===== src/rtl/vga_window_scanner.sv =====
// Parametrised VGA timing generator that scans a (optionally upscaled) image window,
// reads a synchronous pixel memory and realigns the grayscale data with sync/DE.
module vga_window_scanner #(
    parameter int       H_ACTIVE   = 640,
    parameter int       H_FP       = 16,
    parameter int       H_SYNC     = 96,
    parameter int       H_BP       = 48,
    parameter int       V_ACTIVE   = 480,
    parameter int       V_FP       = 10,
    parameter int       V_SYNC     = 2,
    parameter int       V_BP       = 33,
    parameter int       WIN_X      = 170,
    parameter int       WIN_Y      = 90,
    parameter int       IMG_W      = 300,
    parameter int       IMG_H      = 300,
    parameter int       SCALE_LOG2 = 0,
    parameter int       ADDR_W     = 18,
    parameter int       MEM_LAT    = 2,
    parameter bit [7:0] BG_GRAY    = 8'h00,
    parameter bit       BORDER_EN  = 1'b1,
    parameter bit       SYNC_POL   = 1'b0
) (
    input  logic              clk,
    input  logic              reset_n,
    input  logic              enable,
    output logic              pix_rd,
    output logic [ADDR_W-1:0] pix_addr,
    input  logic [7:0]        pix_data,
    output logic              vga_hs,
    output logic              vga_vs,
    output logic              vga_de,
    output logic [7:0]        vga_r,
    output logic [7:0]        vga_g,
    output logic [7:0]        vga_b,
    output logic              frame_start,
    output logic              busy
);
    localparam int H_TOTAL = H_ACTIVE + H_FP + H_SYNC + H_BP;
    localparam int V_TOTAL = V_ACTIVE + V_FP + V_SYNC + V_BP;
    localparam int HCW     = $clog2(H_TOTAL + 1);
    localparam int VCW     = $clog2(V_TOTAL + 1);
    localparam int WW      = IMG_W << SCALE_LOG2;
    localparam int WH      = IMG_H << SCALE_LOG2;
    localparam int LAT     = MEM_LAT + 1;
    localparam int BX0     = (WIN_X > 0) ? WIN_X - 1 : 0;
    localparam int BY0     = (WIN_Y > 0) ? WIN_Y - 1 : 0;

    localparam logic [HCW-1:0] H_LAST   = HCW'(H_TOTAL - 1);
    localparam logic [VCW-1:0] V_LAST   = VCW'(V_TOTAL - 1);
    localparam logic [HCW-1:0] H_ACT_C  = HCW'(H_ACTIVE);
    localparam logic [VCW-1:0] V_ACT_C  = VCW'(V_ACTIVE);
    localparam logic [HCW-1:0] HS_BEG   = HCW'(H_ACTIVE + H_FP);
    localparam logic [HCW-1:0] HS_END   = HCW'(H_ACTIVE + H_FP + H_SYNC);
    localparam logic [VCW-1:0] VS_BEG   = VCW'(V_ACTIVE + V_FP);
    localparam logic [VCW-1:0] VS_END   = VCW'(V_ACTIVE + V_FP + V_SYNC);
    localparam logic [HCW-1:0] WX_BEG   = HCW'(WIN_X);
    localparam logic [HCW-1:0] WX_END   = HCW'(WIN_X + WW);
    localparam logic [VCW-1:0] WY_BEG   = VCW'(WIN_Y);
    localparam logic [VCW-1:0] WY_END   = VCW'(WIN_Y + WH);
    localparam logic [HCW-1:0] BX_BEG   = HCW'(BX0);
    localparam logic [VCW-1:0] BY_BEG   = VCW'(BY0);
    localparam logic [VCW-1:0] SUB_MASK = VCW'((1 << SCALE_LOG2) - 1);
    localparam logic [ADDR_W-1:0] IMG_W_A = ADDR_W'(IMG_W);

    // Pipeline flag bit positions
    localparam int F_HS = 0, F_VS = 1, F_DE = 2, F_WIN = 3, F_BRD = 4, F_FS = 5, NF = 6;

    if (MEM_LAT < 1) begin : g_chk_lat
        $error("MEM_LAT must be at least 1");
    end
    if (BORDER_EN && (WIN_X < 1 || WIN_Y < 1)) begin : g_chk_border_lo
        $error("window border does not fit left/top of active area");
    end
    if (WIN_X + WW + int'(BORDER_EN) > H_ACTIVE || WIN_Y + WH + int'(BORDER_EN) > V_ACTIVE) begin : g_chk_fit
        $error("window does not fit inside active area");
    end
    if (longint'(IMG_W) * longint'(IMG_H) > (longint'(1) << ADDR_W)) begin : g_chk_addr
        $error("image does not fit the pixel memory address space");
    end

    typedef enum logic {S_IDLE, S_RUN} state_t;
    state_t state_q, state_d;
    logic   run;

    logic [HCW-1:0]    h_cnt_q, h_cnt_d;
    logic [VCW-1:0]    v_cnt_q, v_cnt_d;
    logic [ADDR_W-1:0] row_base_q, row_base_d;
    logic [ADDR_W-1:0] addr_q;
    logic [NF-1:0]     flags_q [LAT];
    logic [NF-1:0]     flags_s0;
    logic [7:0]        rgb_q, rgb_d;

    logic h_last, v_last, frame_end, at_origin;
    logic in_x, in_y, in_win, in_bx, in_by, de_s0;
    logic [HCW-1:0]    x_off;
    logic [VCW-1:0]    y_off;
    logic [ADDR_W-1:0] rd_addr;

    assign h_last    = (h_cnt_q == H_LAST);
    assign v_last    = (v_cnt_q == V_LAST);
    assign frame_end = h_last && v_last;
    assign at_origin = (h_cnt_q == '0) && (v_cnt_q == '0);

    always_ff @(posedge clk or negedge reset_n) begin
        if (!reset_n) state_q <= S_IDLE;
        else          state_q <= state_d;
    end

    always_comb begin
        state_d = state_q;
        case (state_q)
            S_IDLE:  if (enable && at_origin)  state_d = S_RUN;
            S_RUN:   if (frame_end && !enable) state_d = S_IDLE;
            default: state_d = S_IDLE;
        endcase
    end

    always_comb begin
        run  = (state_q == S_RUN);
        busy = run;
    end

    always_comb begin
        h_cnt_d = h_cnt_q;
        v_cnt_d = v_cnt_q;
        if (!run) begin
            h_cnt_d = '0;
            v_cnt_d = '0;
        end else if (h_last) begin
            h_cnt_d = '0;
            v_cnt_d = v_last ? '0 : v_cnt_q + VCW'(1);
        end else begin
            h_cnt_d = h_cnt_q + HCW'(1);
        end
    end

    // Position decode for the counter stage
    assign in_x   = (h_cnt_q >= WX_BEG) && (h_cnt_q < WX_END);
    assign in_y   = (v_cnt_q >= WY_BEG) && (v_cnt_q < WY_END);
    assign in_win = run && in_x && in_y;
    assign in_bx  = (h_cnt_q >= BX_BEG) && (h_cnt_q <= WX_END);
    assign in_by  = (v_cnt_q >= BY_BEG) && (v_cnt_q <= WY_END);
    assign de_s0  = run && (h_cnt_q < H_ACT_C) && (v_cnt_q < V_ACT_C);

    always_comb begin
        flags_s0        = '0;
        flags_s0[F_HS]  = run && (h_cnt_q >= HS_BEG) && (h_cnt_q < HS_END);
        flags_s0[F_VS]  = run && (v_cnt_q >= VS_BEG) && (v_cnt_q < VS_END);
        flags_s0[F_DE]  = de_s0;
        flags_s0[F_WIN] = in_win;
        flags_s0[F_BRD] = BORDER_EN && de_s0 && in_bx && in_by && !(in_x && in_y);
        flags_s0[F_FS]  = run && at_origin;
    end

    // Column comes from the offset shifted down by the scale; rows accumulate IMG_W
    assign x_off    = h_cnt_q - WX_BEG;
    assign y_off    = v_cnt_q - WY_BEG;
    assign rd_addr  = row_base_q + ADDR_W'(x_off >> SCALE_LOG2);
    assign pix_rd   = in_win;
    assign pix_addr = in_win ? rd_addr : addr_q;

    always_comb begin
        row_base_d = row_base_q;
        if (!run || frame_end)
            row_base_d = '0;
        else if (h_last && in_y && ((y_off & SUB_MASK) == SUB_MASK))
            row_base_d = row_base_q + IMG_W_A;
    end

    // Data arrives MEM_LAT cycles after the read, so colour is chosen with flags of that age
    always_comb begin
        rgb_d = BG_GRAY;
        if (!flags_q[MEM_LAT-1][F_DE])      rgb_d = 8'h00;
        else if (flags_q[MEM_LAT-1][F_BRD]) rgb_d = 8'hFF;
        else if (flags_q[MEM_LAT-1][F_WIN]) rgb_d = pix_data;
    end

    always_ff @(posedge clk or negedge reset_n) begin
        if (!reset_n) begin
            h_cnt_q    <= '0;
            v_cnt_q    <= '0;
            row_base_q <= '0;
            addr_q     <= '0;
            rgb_q      <= '0;
            for (int k = 0; k < LAT; k++) flags_q[k] <= '0;
        end else begin
            h_cnt_q    <= h_cnt_d;
            v_cnt_q    <= v_cnt_d;
            row_base_q <= row_base_d;
            if (pix_rd) addr_q <= pix_addr;
            rgb_q      <= rgb_d;
            flags_q[0] <= flags_s0;
            for (int k = 1; k < LAT; k++) flags_q[k] <= flags_q[k-1];
        end
    end

    assign vga_hs      = flags_q[LAT-1][F_HS] ? SYNC_POL : ~SYNC_POL;
    assign vga_vs      = flags_q[LAT-1][F_VS] ? SYNC_POL : ~SYNC_POL;
    assign vga_de      = flags_q[LAT-1][F_DE];
    assign frame_start = flags_q[LAT-1][F_FS];
    assign vga_r       = rgb_q;
    assign vga_g       = rgb_q;
    assign vga_b       = rgb_q;
endmodule


===== config.mk =====
export PLATFORM = sky130hd
export DESIGN_NAME = vga_window_scanner
export DESIGN_NICKNAME = d
export VERILOG_FILES = /design/src/rtl/vga_window_scanner.sv
export SDC_FILE = /design/constraint.sdc
export NUM_CORES = 1
export LEC_CHECK = 0
export ABC_CLOCK_PERIOD_IN_PS = 5700
export CAP_MARGIN = 15
export CORE_ASPECT_RATIO = 0.6
export CORE_MARGIN = 8
export CORE_UTILIZATION = 30
export CTS_BUF_LIST = sky130_fd_sc_hd__clkbuf_16
export CTS_CLUSTER_DIAMETER = 40
export DETAILED_ROUTE_END_ITERATION = 12
export SETUP_SLACK_MARGIN = 0.05
export SLEW_MARGIN = 5
export SYNTH_ARGS = -nofsm -noshare
export SYNTH_HDL_FRONTEND = slang
export SYNTH_SLANG_ARGS = --single-unit
export TNS_END_PERCENT = 30

===== constraint.sdc =====
create_clock -name clk -period 5.7 [get_ports clk]
set_input_delay 1.425 -clock clk [delete_from_list [all_inputs] [get_ports clk]]
set_output_delay 1.425 -clock clk [all_outputs]
set_load 0.005 [all_outputs]

==> flow_metrics.env <==
export IMPL_io_buffer_count=58
export IMPL_critPathRequiredTime_ps=4280
export IMPL_avgSynthCellArea_um2=9.229
export IMPL_coreArea_um2=15110
export IMPL_area_delta_synth_final_pct=20.30
export IMPL_syn_area_um2=4568
export IMPL_grt_start_max_net_pins=80
export IMPL_root_buffer="clkbuf_16"
export IMPL_maxSlewViolCount=0
export IMPL_drc=0
export IMPL_yosysMostFrequentCell="dfrtp_1"
export IMPL_synth_edf_count=0
export IMPL_clk_path_buf_depth=2
export IMPL_drv_cap=0
export IMPL_end_kind="output port"
export IMPL_synth_seq_cells=79
export IMPL_cts_buffers=9
export IMPL_ioPinCount=59
export IMPL_synth_distinct_cells=51
export IMPL_cts_hold_buf=0
export IMPL_drtIter0Drc=320
export IMPL_postCtsSetupBuffers=0
export IMPL_first_pass_iters=5
export IMPL_fin_tns_setup_ps=0
export IMPL_synth_common_cells="79 x dfrtp_1, 38 x nand2_1, 35 x nor2_1"
export IMPL_fin_util=0.3637
export IMPL_diodes=0
export IMPL_setup_viol=0
export IMPL_finalClockSkew_ps=9.873
export IMPL_power_leakage_nw=2.324
export IMPL_fin_nets=559
export IMPL_synthFlopType="dfrtp_1"
export IMPL_via_count=3685
export IMPL_cts_tree="yes"
export IMPL_worstHoldStart="flags_q[11]$_DFF_PN0_"
export IMPL_critPathLaunch="h_cnt_q[1]$_DFF_PN0_"
export IMPL_gp_congestion=0.9198
export IMPL_cp_start_kind="flip-flop"
export IMPL_fin_crit_sh=0.9219
export IMPL_fin_crit_ps=5255
export IMPL_routed_wl_mm=10.96
export IMPL_die_w_um=175.3
export IMPL_hold_viol_final=0
export IMPL_n_fill_cell=1506
export IMPL_clock_sinks=79
export IMPL_power_per_cell_area_nw_per_um2=216.0
export IMPL_worst_skew_pair_late_latency_ps=340
export IMPL_vdd_drop_max_uv=165.2
export IMPL_viasPerCell=5.034
export IMPL_grt_overflow=0
export IMPL_dieArea_um2=19560
export IMPL_start_util=0.3024
export IMPL_min_path_type="reg2reg"
export IMPL_cts_resized=0
export IMPL_ant_nets=0
export IMPL_die_h_um=111.6
export IMPL_row_count=35
export IMPL_yosysWarningCount=0
export IMPL_path_clk_slew_ps=60
export IMPL_worstPathMaxFanout=10
export IMPL_synthArstFlopShare=1.000
export IMPL_hpwl_mm=8.144
export IMPL_slew_headroom=0.3341
export IMPL_r2r_start="h_cnt_q[1]$_DFF_PN0_"
export IMPL_h_tree_depth=3
export IMPL_antenna_found_initial=0
export IMPL_track_usage=0.1159
export IMPL_arrival_ps=3830
export IMPL_clock_fmax_mhz=190.3
export IMPL_path_class="reg2out"
export IMPL_syn_num_nets=530
export IMPL_tightestPinTransition_ps=998.9
export IMPL_drive_above_1_share=0.05293
export IMPL_synth_seq_area_share=0.4328
export IMPL_rsz0062_at_grt="false"
export IMPL_yosysTopAreaCellShare=0.4328
export IMPL_yosys_area_top_type="dfrtp_1"
export IMPL_post_drt_wl_per_cell_um=14.98
export IMPL_grt_pass1_wl_mm=18.44
export IMPL_synth_area_leaders="dfrtp_1 43%, ha_1 6.6%, xnor2_1 4.4%"
export IMPL_grt_pass1_vias=3460
export IMPL_status="completed"
export IMPL_syn_instance_count=495
## worst max-delay path, cell delays in order, from the launching register on
cell and delay (ps):
dfrtp_1 520, inv_1 180, ha_1 260, nor2b_1 160, nor2_1 70, xnor2_1 140
ha_1 310, o21ai_0 130, o21ai_0 250, nand2_1 170, o31ai_1 330, mux2i_1 290
o21a_1 160, clkdlybuf4s50_1 520
## sequential cells by signal, indices dropped and copies added, names as in the netlist
signal       count
busy             1
vga_b            8
flags_q         14
v_cnt_q         10
addr_q          18
h_cnt_q         10
vga_de           1
row_base_q      16
frame_start      1
## metrics by stage
step	cells	total power [mW]	hold WS, ps	area, um2	setup slack [ps]
after global routing	732	1.230	352.3	5495	54.01
after floorplan	495	0.5714	331.2	4568	1618
after detailed placement	716	0.5897	334.7	5182	843.3
final	732	1.187	345.9	5495	445.0
after global placement	716	0.5896	334.0	5182	938.4
after CTS	732	1.204	347.7	5495	450.3
## path summary, 6_finish.rpt
path / end / slack, ps / cells past startpoint
worst max-delay path: pix_addr[16] / 450 / 13
worst min-delay path: frame_start$_DFF_PN0_ / 350 / 0
worst max register to register: addr_q[15]$_DFFE_PN0P_ / 2620 / 13
worst min register to register: frame_start$_DFF_PN0_ / 350 / 0
max in group asynchronous: addr_q[4]$_DFFE_PN0P_ / 3800 / 1
min in group asynchronous: row_base_q[17]$_DFFE_PN0P_ / 1250 / 1
## power by group
part / switching, mW / leakage [nW] / internal, mW / total [mW]
Clock: 0.229 / 0.147 / 0.379 / 0.609
Combinational: 0.0117 / 1.11 / 0.00580 / 0.0175
Sequential: 0 / 1.07 / 0.561 / 0.561
## cells by family after synthesis
| group | count (synthesis) | share of synthesized area |
|---|---|---|
| adders and majority gates | 24 | 0.06574 |
| DFF | 79 | 0.4328 |
| buffers and inverters | 60 | 0.06738 |
| and+or+nand+nor | 170 | 0.1939 |
| muxes | 5 | 0.01534 |
| xor gates and xnor gates | 37 | 0.07094 |
| AOI/OAI and AO/OA | 120 | 0.1539 |
## area by class of cell
class,instances,area (um2),area share
multi-input cells,356,2283,0.4155
flip-flops and latches,79,1977,0.3597
repair buffers,62,608.1,0.1107
well taps,203,254.0,0.04622
clock buffers,9,225.2,0.04098
clock inverters,7,87.58,0.01594
inverters,16,60.06,0.01093
## layer usage
| layer | track usage | share of wire | wire length [um] | vias up |
|---|---|---|---|---|
| li1 | - | - | - | 1770 |
| met2 | 0.1520 | 0.38 | 4132 | 139 |
| met5 | 0 | 0 | 0 | - |
| met1 | 0.1717 | 0.52 | 5666 | 1763 |
| met4 | 0.03206 | 0.0098 | 107 | 0 |
| met3 | 0.04191 | 0.096 | 1058 | 13 |
## layout by cell type, fill, tap and decap left out, drive strengths merged, types with 4 or more instances in the layout
cell	instances
xnor2	23
nand2	38
o21a	4
buf	5
o21ai	56
ha	24
nor2b	12
a21oi	29
dfrtp	79
or3	8
xor2	14
and2	8
clkdlybuf4s50	57
nand2b	8
inv	16
clkbuf	9
o31ai	10
nand3	18
a211oi	5
nor3	14
nand4	8
and3	6
nor2	35
mux2	4
Power figures use the tool's default switching activity.
